===== src/rtl/wb_master_arb.sv =====
// Two-master Wishbone arbiter: whole-cycle grants, round-robin on contention,
// and a stall watchdog that turns a hung slave access into a bus error.
module wb_master_arb #(
  parameter int unsigned TIMEOUT = 255
) (
  input  logic        clk,
  input  logic        rst_b,

  input  logic [31:0] m0_adr_i,
  input  logic [31:0] m0_dat_i,
  input  logic [3:0]  m0_sel_i,
  input  logic        m0_we_i,
  input  logic        m0_cyc_i,
  input  logic        m0_stb_i,
  output logic [31:0] m0_dat_o,
  output logic        m0_ack_o,
  output logic        m0_err_o,

  input  logic [31:0] m1_adr_i,
  input  logic [31:0] m1_dat_i,
  input  logic [3:0]  m1_sel_i,
  input  logic        m1_we_i,
  input  logic        m1_cyc_i,
  input  logic        m1_stb_i,
  output logic [31:0] m1_dat_o,
  output logic        m1_ack_o,
  output logic        m1_err_o,

  output logic [31:0] s_adr_o,
  output logic [31:0] s_dat_o,
  output logic [3:0]  s_sel_o,
  output logic        s_we_o,
  output logic        s_cyc_o,
  output logic        s_stb_o,
  input  logic [31:0] s_dat_i,
  input  logic        s_ack_i,
  input  logic        s_err_i,

  output logic [1:0]  gnt_o
);

  typedef enum logic [1:0] {IDLE, GNT0, GNT1} state_t;

  localparam logic [15:0] TMO_LIMIT = 16'(TIMEOUT);
  localparam bit          WDOG_EN   = (TIMEOUT != 0);

  state_t      state, state_next;
  logic        last, last_next;   // index of the master granted most recently
  logic [15:0] stall;
  logic        tmo;
  logic        gnt0, gnt1;
  logic        gnt_stb;
  logic        stall_inc;
  logic        stall_clr;

  // NOTE: sequential state uses non-blocking assignments so every register
  // samples pre-edge values regardless of statement order.
  always_ff @(posedge clk or negedge rst_b) begin
    if (!rst_b) begin
      state <= IDLE;
      last  <= 1'b1;
    end else begin
      state <= state_next;
      last  <= last_next;
    end
  end

  // NOTE: every combinational output gets a default before the case so no
  // path through the block leaves a variable unassigned (no latches).
  always_comb begin
    state_next = state;
    case (state)
      IDLE: begin
        if (m0_cyc_i && m1_cyc_i) state_next = last ? GNT0 : GNT1;
        else if (m0_cyc_i)        state_next = GNT0;
        else if (m1_cyc_i)        state_next = GNT1;
      end
      GNT0: if (!m0_cyc_i) state_next = m1_cyc_i ? GNT1 : IDLE;
      GNT1: if (!m1_cyc_i) state_next = m0_cyc_i ? GNT0 : IDLE;
      default: state_next = IDLE;
    endcase
  end

  always_comb begin
    last_next = last;
    if (state_next == GNT0)      last_next = 1'b0;
    else if (state_next == GNT1) last_next = 1'b1;
  end

  assign gnt0    = (state == GNT0);
  assign gnt1    = (state == GNT1);
  assign gnt_o   = {gnt1, gnt0};
  assign gnt_stb = gnt1 ? m1_stb_i : m0_stb_i;

  // Address/data path defaults to master 0 whenever master 1 is not granted.
  assign s_adr_o = gnt1 ? m1_adr_i : m0_adr_i;
  assign s_dat_o = gnt1 ? m1_dat_i : m0_dat_i;
  assign s_sel_o = gnt1 ? m1_sel_i : m0_sel_i;
  assign s_we_o  = gnt1 ? m1_we_i  : m0_we_i;
  assign s_cyc_o = (gnt0 & m0_cyc_i) | (gnt1 & m1_cyc_i);
  assign s_stb_o = (gnt0 | gnt1) & gnt_stb & ~tmo;

  assign m0_dat_o = s_dat_i;
  assign m1_dat_o = s_dat_i;
  assign m0_ack_o = gnt0 & s_ack_i;
  assign m1_ack_o = gnt1 & s_ack_i;
  assign m0_err_o = gnt0 & (s_err_i | tmo);
  assign m1_err_o = gnt1 & (s_err_i | tmo);

  // Watchdog: counts consecutive unanswered strobes of the granted master.
  assign tmo       = WDOG_EN && (stall == TMO_LIMIT);
  assign stall_inc = s_cyc_o & gnt_stb & ~s_ack_i & ~s_err_i;
  assign stall_clr = ~stall_inc | tmo | (state_next != state);

  always_ff @(posedge clk or negedge rst_b) begin
    if (!rst_b)         stall <= '0;
    else if (stall_clr) stall <= '0;
    else                stall <= stall + 16'd1;
  end

endmodule


===== config.mk =====
export PLATFORM = sky130hd
export DESIGN_NAME = wb_master_arb
export DESIGN_NICKNAME = d
export VERILOG_FILES = /design/src/rtl/wb_master_arb.sv
export SDC_FILE = /design/constraint.sdc
export NUM_CORES = 1
export LEC_CHECK = 0
export ABC_AREA = 1
export CAP_MARGIN = 20
export CORE_AREA = 2 2 125 127
export CTS_CLUSTER_SIZE = 30
export DETAILED_ROUTE_END_ITERATION = 10
export DIE_AREA = 0 0 127 129
export PLACE_DENSITY = 0.63
export SYNTH_ARGS = -nofsm -noshare
export SYNTH_HDL_FRONTEND = slang
export SYNTH_SLANG_ARGS = --single-unit

===== constraint.sdc =====
create_clock -name clk -period 2.4 [get_ports clk]
set_clock_uncertainty 0.05 [all_clocks]
set_input_delay 0.24 -clock clk [delete_from_list [all_inputs] [get_ports clk]]
set_output_delay 0.24 -clock clk [all_outputs]
set_load 0.05 [all_outputs]

---- Yosys cells after proc, flatten, opt, wreduce, memory -nomap -nowiden ----
Index checks and enable logic that the tools add are counted.
operators by class
  muxes and demuxes ....................... 17
  $mul .................................... 0
  $add $sub $neg .......................... 1
  divide/modulo/power cells ............... 0
  eq/ne operators ......................... 6
  bitwise gates (word level) .............. 20
  shifts and indexed selects .............. 0
  order comparisons ....................... 0
  reduce and logical (&&, ||, !) cells .... 3
operators with widths
  cell                     count
  $mux W32                 2
  $add A16 B1 Y16 const B  1
  $eq A16 B8 Y1 const B    1
  $mux W16                 1
  $mux W2                  7
  $and A1 B1 Y1            11
  $pmux W2 S3              1
  $mux W1                  5
  $or A1 B1 Y1             5
  $eq A2 B1 Y1 const B     2
  $eq A2 B2 Y1 const B     2
  $mux W4                  1
  $not A1 Y1               4
  $logic_not A2 Y1         1
  $ne A2 B2 Y1             1
  $reduce_bool A2 Y1       1
  $logic_and A1 B1 Y1      1
storage, ports and cells
  memories kept ........................... 0
  register bits ........................... 19
  bits in latches ......................... 0
  word-level logic and storage cells ...... 50
  RAM bits ................................ 0
  bits in read-only memories .............. 0

---- Depth between registers and ports, before layout ----
Gate-level depths: netlist of the first run.
  depth after elaboration ................. 10
  gate-level depth with buffers ........... 11

---- Worst setup path after synthesis of the first run ----
No wires, ideal clock.
  kind .................................... flip-flop to output port
  from .................................... register state[0]
  to ...................................... output m1_err_o
  stages on the path, launching flop included .. 7
  path slack .............................. 337 ps
  required time ........................... 2110 ps
  data arrival time ....................... 1773 ps
  path buffers ............................ 2
  cell sequence ........................... dfrtp_1 > inv_1 > ha_1 > buf_6 > inv_4 > clkbuf_1 > nor2_1
between the ends
  longest elaborated chain between the ends .. 2
ends and longest elaborated chain
  element                   line  source
  start: declaration        47    state_t state, state_next;
  start signal: assignment  63    state <= state_next;
  $eq A2 B2 Y1              91    assign gnt1 = (state == GNT1);
  net gnt1                  51    logic gnt0, gnt1;
  $and A1 B1 Y1             108   assign m1_err_o = gnt1 & (s_err_i | tmo);
  end: declaration          27    output logic m1_err_o,
The timed path passes the listed nets, and every way through them passes these cells.

---- Worst setup path after layout of the first run ----
  from .................................... register state[0]
  to ...................................... output s_adr_o[1]
between the ends
  longest elaborated chain between the ends .. 2
ends and longest elaborated chain
  element           line  source
  $eq A2 B2 Y1      91
  $mux W32          96    assign s_adr_o = gnt1 ? m1_adr_i : m0_adr_i;
  end: declaration  29    output logic [31:0] s_adr_o,
Every way passes these cells.

==> impl_metrics.ini, run 1 <==
[status]
outcome = finished clean

[layout]
fin_nets = 781
final_area_sq_um = 4580
areaGrowthSynthToFinish_pct = 74.3
layout-drive-gt1-share_pct = 17.8
antennaDiodeCount = 0

[floorplanning]
dieArea_sq_um = 16400
core_sq_um = 15000
die_h_um = 129
die_x_um = 127
start_util_pct = 17.6
ioPinCount = 319
rows = 45

[pwr]
vdd_drop_max_mv = 0.508
p_leak_nw = 2.21
fin_total_pwr_mw = 5.39
powerDensity_nw_per_um2 = 1180

[place]
pre_cts_ws_ps = 285
globalplace.congestion = 0.818
dpl-instance-area_sq_um = 4460
dpl.hpwl_mm = 10.3
port_buffers = 222

[route]
met2RoutedLength_mm = 5.47
avgRoutedWirePerCell_um = 15.3
drt_pass1_iterations = 4
antenna_left = 0
num_vias = 3038
route.detailed.drc = 0
viasPerCell = 3.88
wl_mm = 12.0
drtIter0Drc = 119
topRoutingLayerUsed = met4
wl_met3_mm = 1.25
wl_met1_mm = 5.19

[setup_path]
r2r_slack_ps = 420
setup.worst_path.start = state[0]
worstPathRequired_ps = 2110
crit_path_end_kind = output pin
crit_path_max_fanout = 27
cp.depth = 7
path_cells = inv_1 -> ha_2 -> inv_6 -> buf_16 -> nand2_1 -> nand2_1 -> buf_4
crit_top_cell = nand2_1
reg2reg_to = stall[15]
worstSetupPathType = reg2out
critPathSlowestCell = dfrtp_1
critical_path_buf_inv_count = 4
r2r-start = state[0]
arrival_ps = 2000
cp-start-kind = register
ff2ff_path_depth = 9
critPathMaxStageDelay_ps = 410
endpoint = s_adr_o[1]
crit_family = buffers and inverters

[timing]
slew_violations = 0
max_slew.worst_pin.slew_ps = 499
hold_violations = 0
max_freq_ghz = 0.437
layout_min_cycle_time_ps = 2290
layout_setup_ws_ps = 114
rsz0062_at_grt = yes
setup_violations = 0
maxSlewHeadroom_pct = 66.7
timing.final.crit_share_pct = 95.3

[logic_synthesis]
synthTopCellsByArea = nand2_1, buf_4, dfrtp_1
avgSynthCellArea_sq_um = 5.88
synth_cell_types = 27
async_flop_share_pct = 100
synth-main-ff-cell = dfrtp_1
ys_seq_area_share_pct = 18.1
syn_area_sq_um = 2630
ys_warn_count = 0
ys_top_cells_by_count = nand2_1, buf_4, nor2_1
synth-seq-cells = 19
synthCells = 447
synth_nets = 632
synth_edf_count = 0
synth_top_cell_by_area = nand2_1
synth_top_area_share_pct = 34.7
synth.most_common_cell = nand2_1

[global_route]
grt-ovfl-total = 0
grtUsageTotal_pct = 13.3
grt_pass1_wl_mm = 16.6
antenna_found_initial = 0
grt_start_max_net_pins = 55
grt_pass1_vias = 2918

[clocking]
htree_levels = 1
cts_buffers = 3
clock_latency_ps = 250
root_buffer = clkbuf_16
cts.sinks = 19
ctsResizeCount = 0
ctsHoldBuffers = 0
clockBufferDepth = 2
cts_setup_buffers = 0
cts_tree = yes
clk_pin_slew_ps = 60

[worst_hold_path]
hold_path.class = in2async

[flow_run]
drv_cap = 0
## worst register-to-register path: stages (launching register included)
cell,delay (ps)
dfrtp_1,410
inv_1,140
ha_2,280
inv_6,190
nand2_1,80
nand2_1,80
nand3b_1,90
nor2_2,150
nand3_4,220
nor3_1,190
## metrics by stage
step / hold slack (ps) / util [%] / setup TNS [ps] / instances
after floorplan: -106 / - / 0 / 447
after global placement: 424 / 29.8 / 0 / 778
after detailed placement: 421 / 29.8 / 0 / 778
after CTS: 287 / 30.4 / 0 / 782
after global routing: 294 / 30.6 / -26.7 / 783
final: 282 / 30.6 / 0 / 783
## flip-flops by register name (all words and copies together) (netlist names)
name	flops
state	2
stall	16
last	1
## worst min-delay path by stage
stage | to | cells past startpoint | slack, ps | start
3_3_place_gp | stall[0] | 1 | 420 | stall[0]
4_1_cts | stall[0] | 2 | 290 | rst_b
3_5_place_dp | stall[0] | 1 | 420 | stall[0]
6_report | stall[2] | 2 | 280 | rst_b
5_1_grt | stall[0] | 2 | 290 | rst_b
2_1_floorplan | stall[0] | 0 | -110 | rst_b
## layer usage
layer	global-route usage (%)	vias up
li1	-	1584
met1	17.6	1274
met2	20.8	174
met3	5.78	6
met4	1.68	0
met5	0	-
## where the power goes
group	leakage [nW]	internal [mW]	switching (mW)
registers	0.260	0.355	0.0335
clock network	0.0371	0.225	0.118
logic	1.91	1.41	3.26
total	2.21	1.99	3.41
## cell families (layout without fill, tap and decap cells)
| group | count (synthesis) | after routing | synth area share [%] |
|---|---|---|---|
| AOI/OAI and AO/OA | 4 | 4 | 0.856 |
| and+or+nand+nor | 303 | 303 | 48.5 |
| adders and majority gates | 7 | 7 | 3.33 |
| DFF | 19 | 19 | 18.1 |
| xor gates and xnor gates | 13 | 13 | 4.33 |
| buffers and inverters | 101 | 249 | 24.8 |
## final cells by class
type                       count  area (sq um)
clock buffer                   3          75.1
clock inverter                 1          7.51
fill                        1660         10400
inverter                      18          72.6
multi-input combinational    327          1500
sequential                    19           477
tap                          188           235
timing repair buffer         227          2210
## placed cells by master, fill, tap and decap left out, types with 2 or more instances in the layout
cell type          n
xor2_1             8
buf_4             69
a21oi_1            2
inv_1             16
nor3_2            10
nand4_1            3
nand2_1          243
nor3_1             6
clkbuf_16          4
nor2_1            19
xnor2_1            5
ha_1               6
dfrtp_1           18
buf_12             8
nand2_2            2
nor2_2             4
nand3_1           12
clkdlybuf4s50_1  147
Power figures use the tool's default switching activity.
==> inputs of run 2 (changes only) <==
--- a/config.mk
+++ b/config.mk
@@ -6,7 +6,7 @@
 export NUM_CORES = 1
 export LEC_CHECK = 0
 export ABC_AREA = 1
-export CAP_MARGIN = 20
+export CAP_MARGIN = 0
 export CORE_AREA = 2 2 125 127
 export CTS_CLUSTER_SIZE = 30
 export DETAILED_ROUTE_END_ITERATION = 10
==> results of run 2 <==
The final DEF is identical to that of run 1; final timing and power are the same.
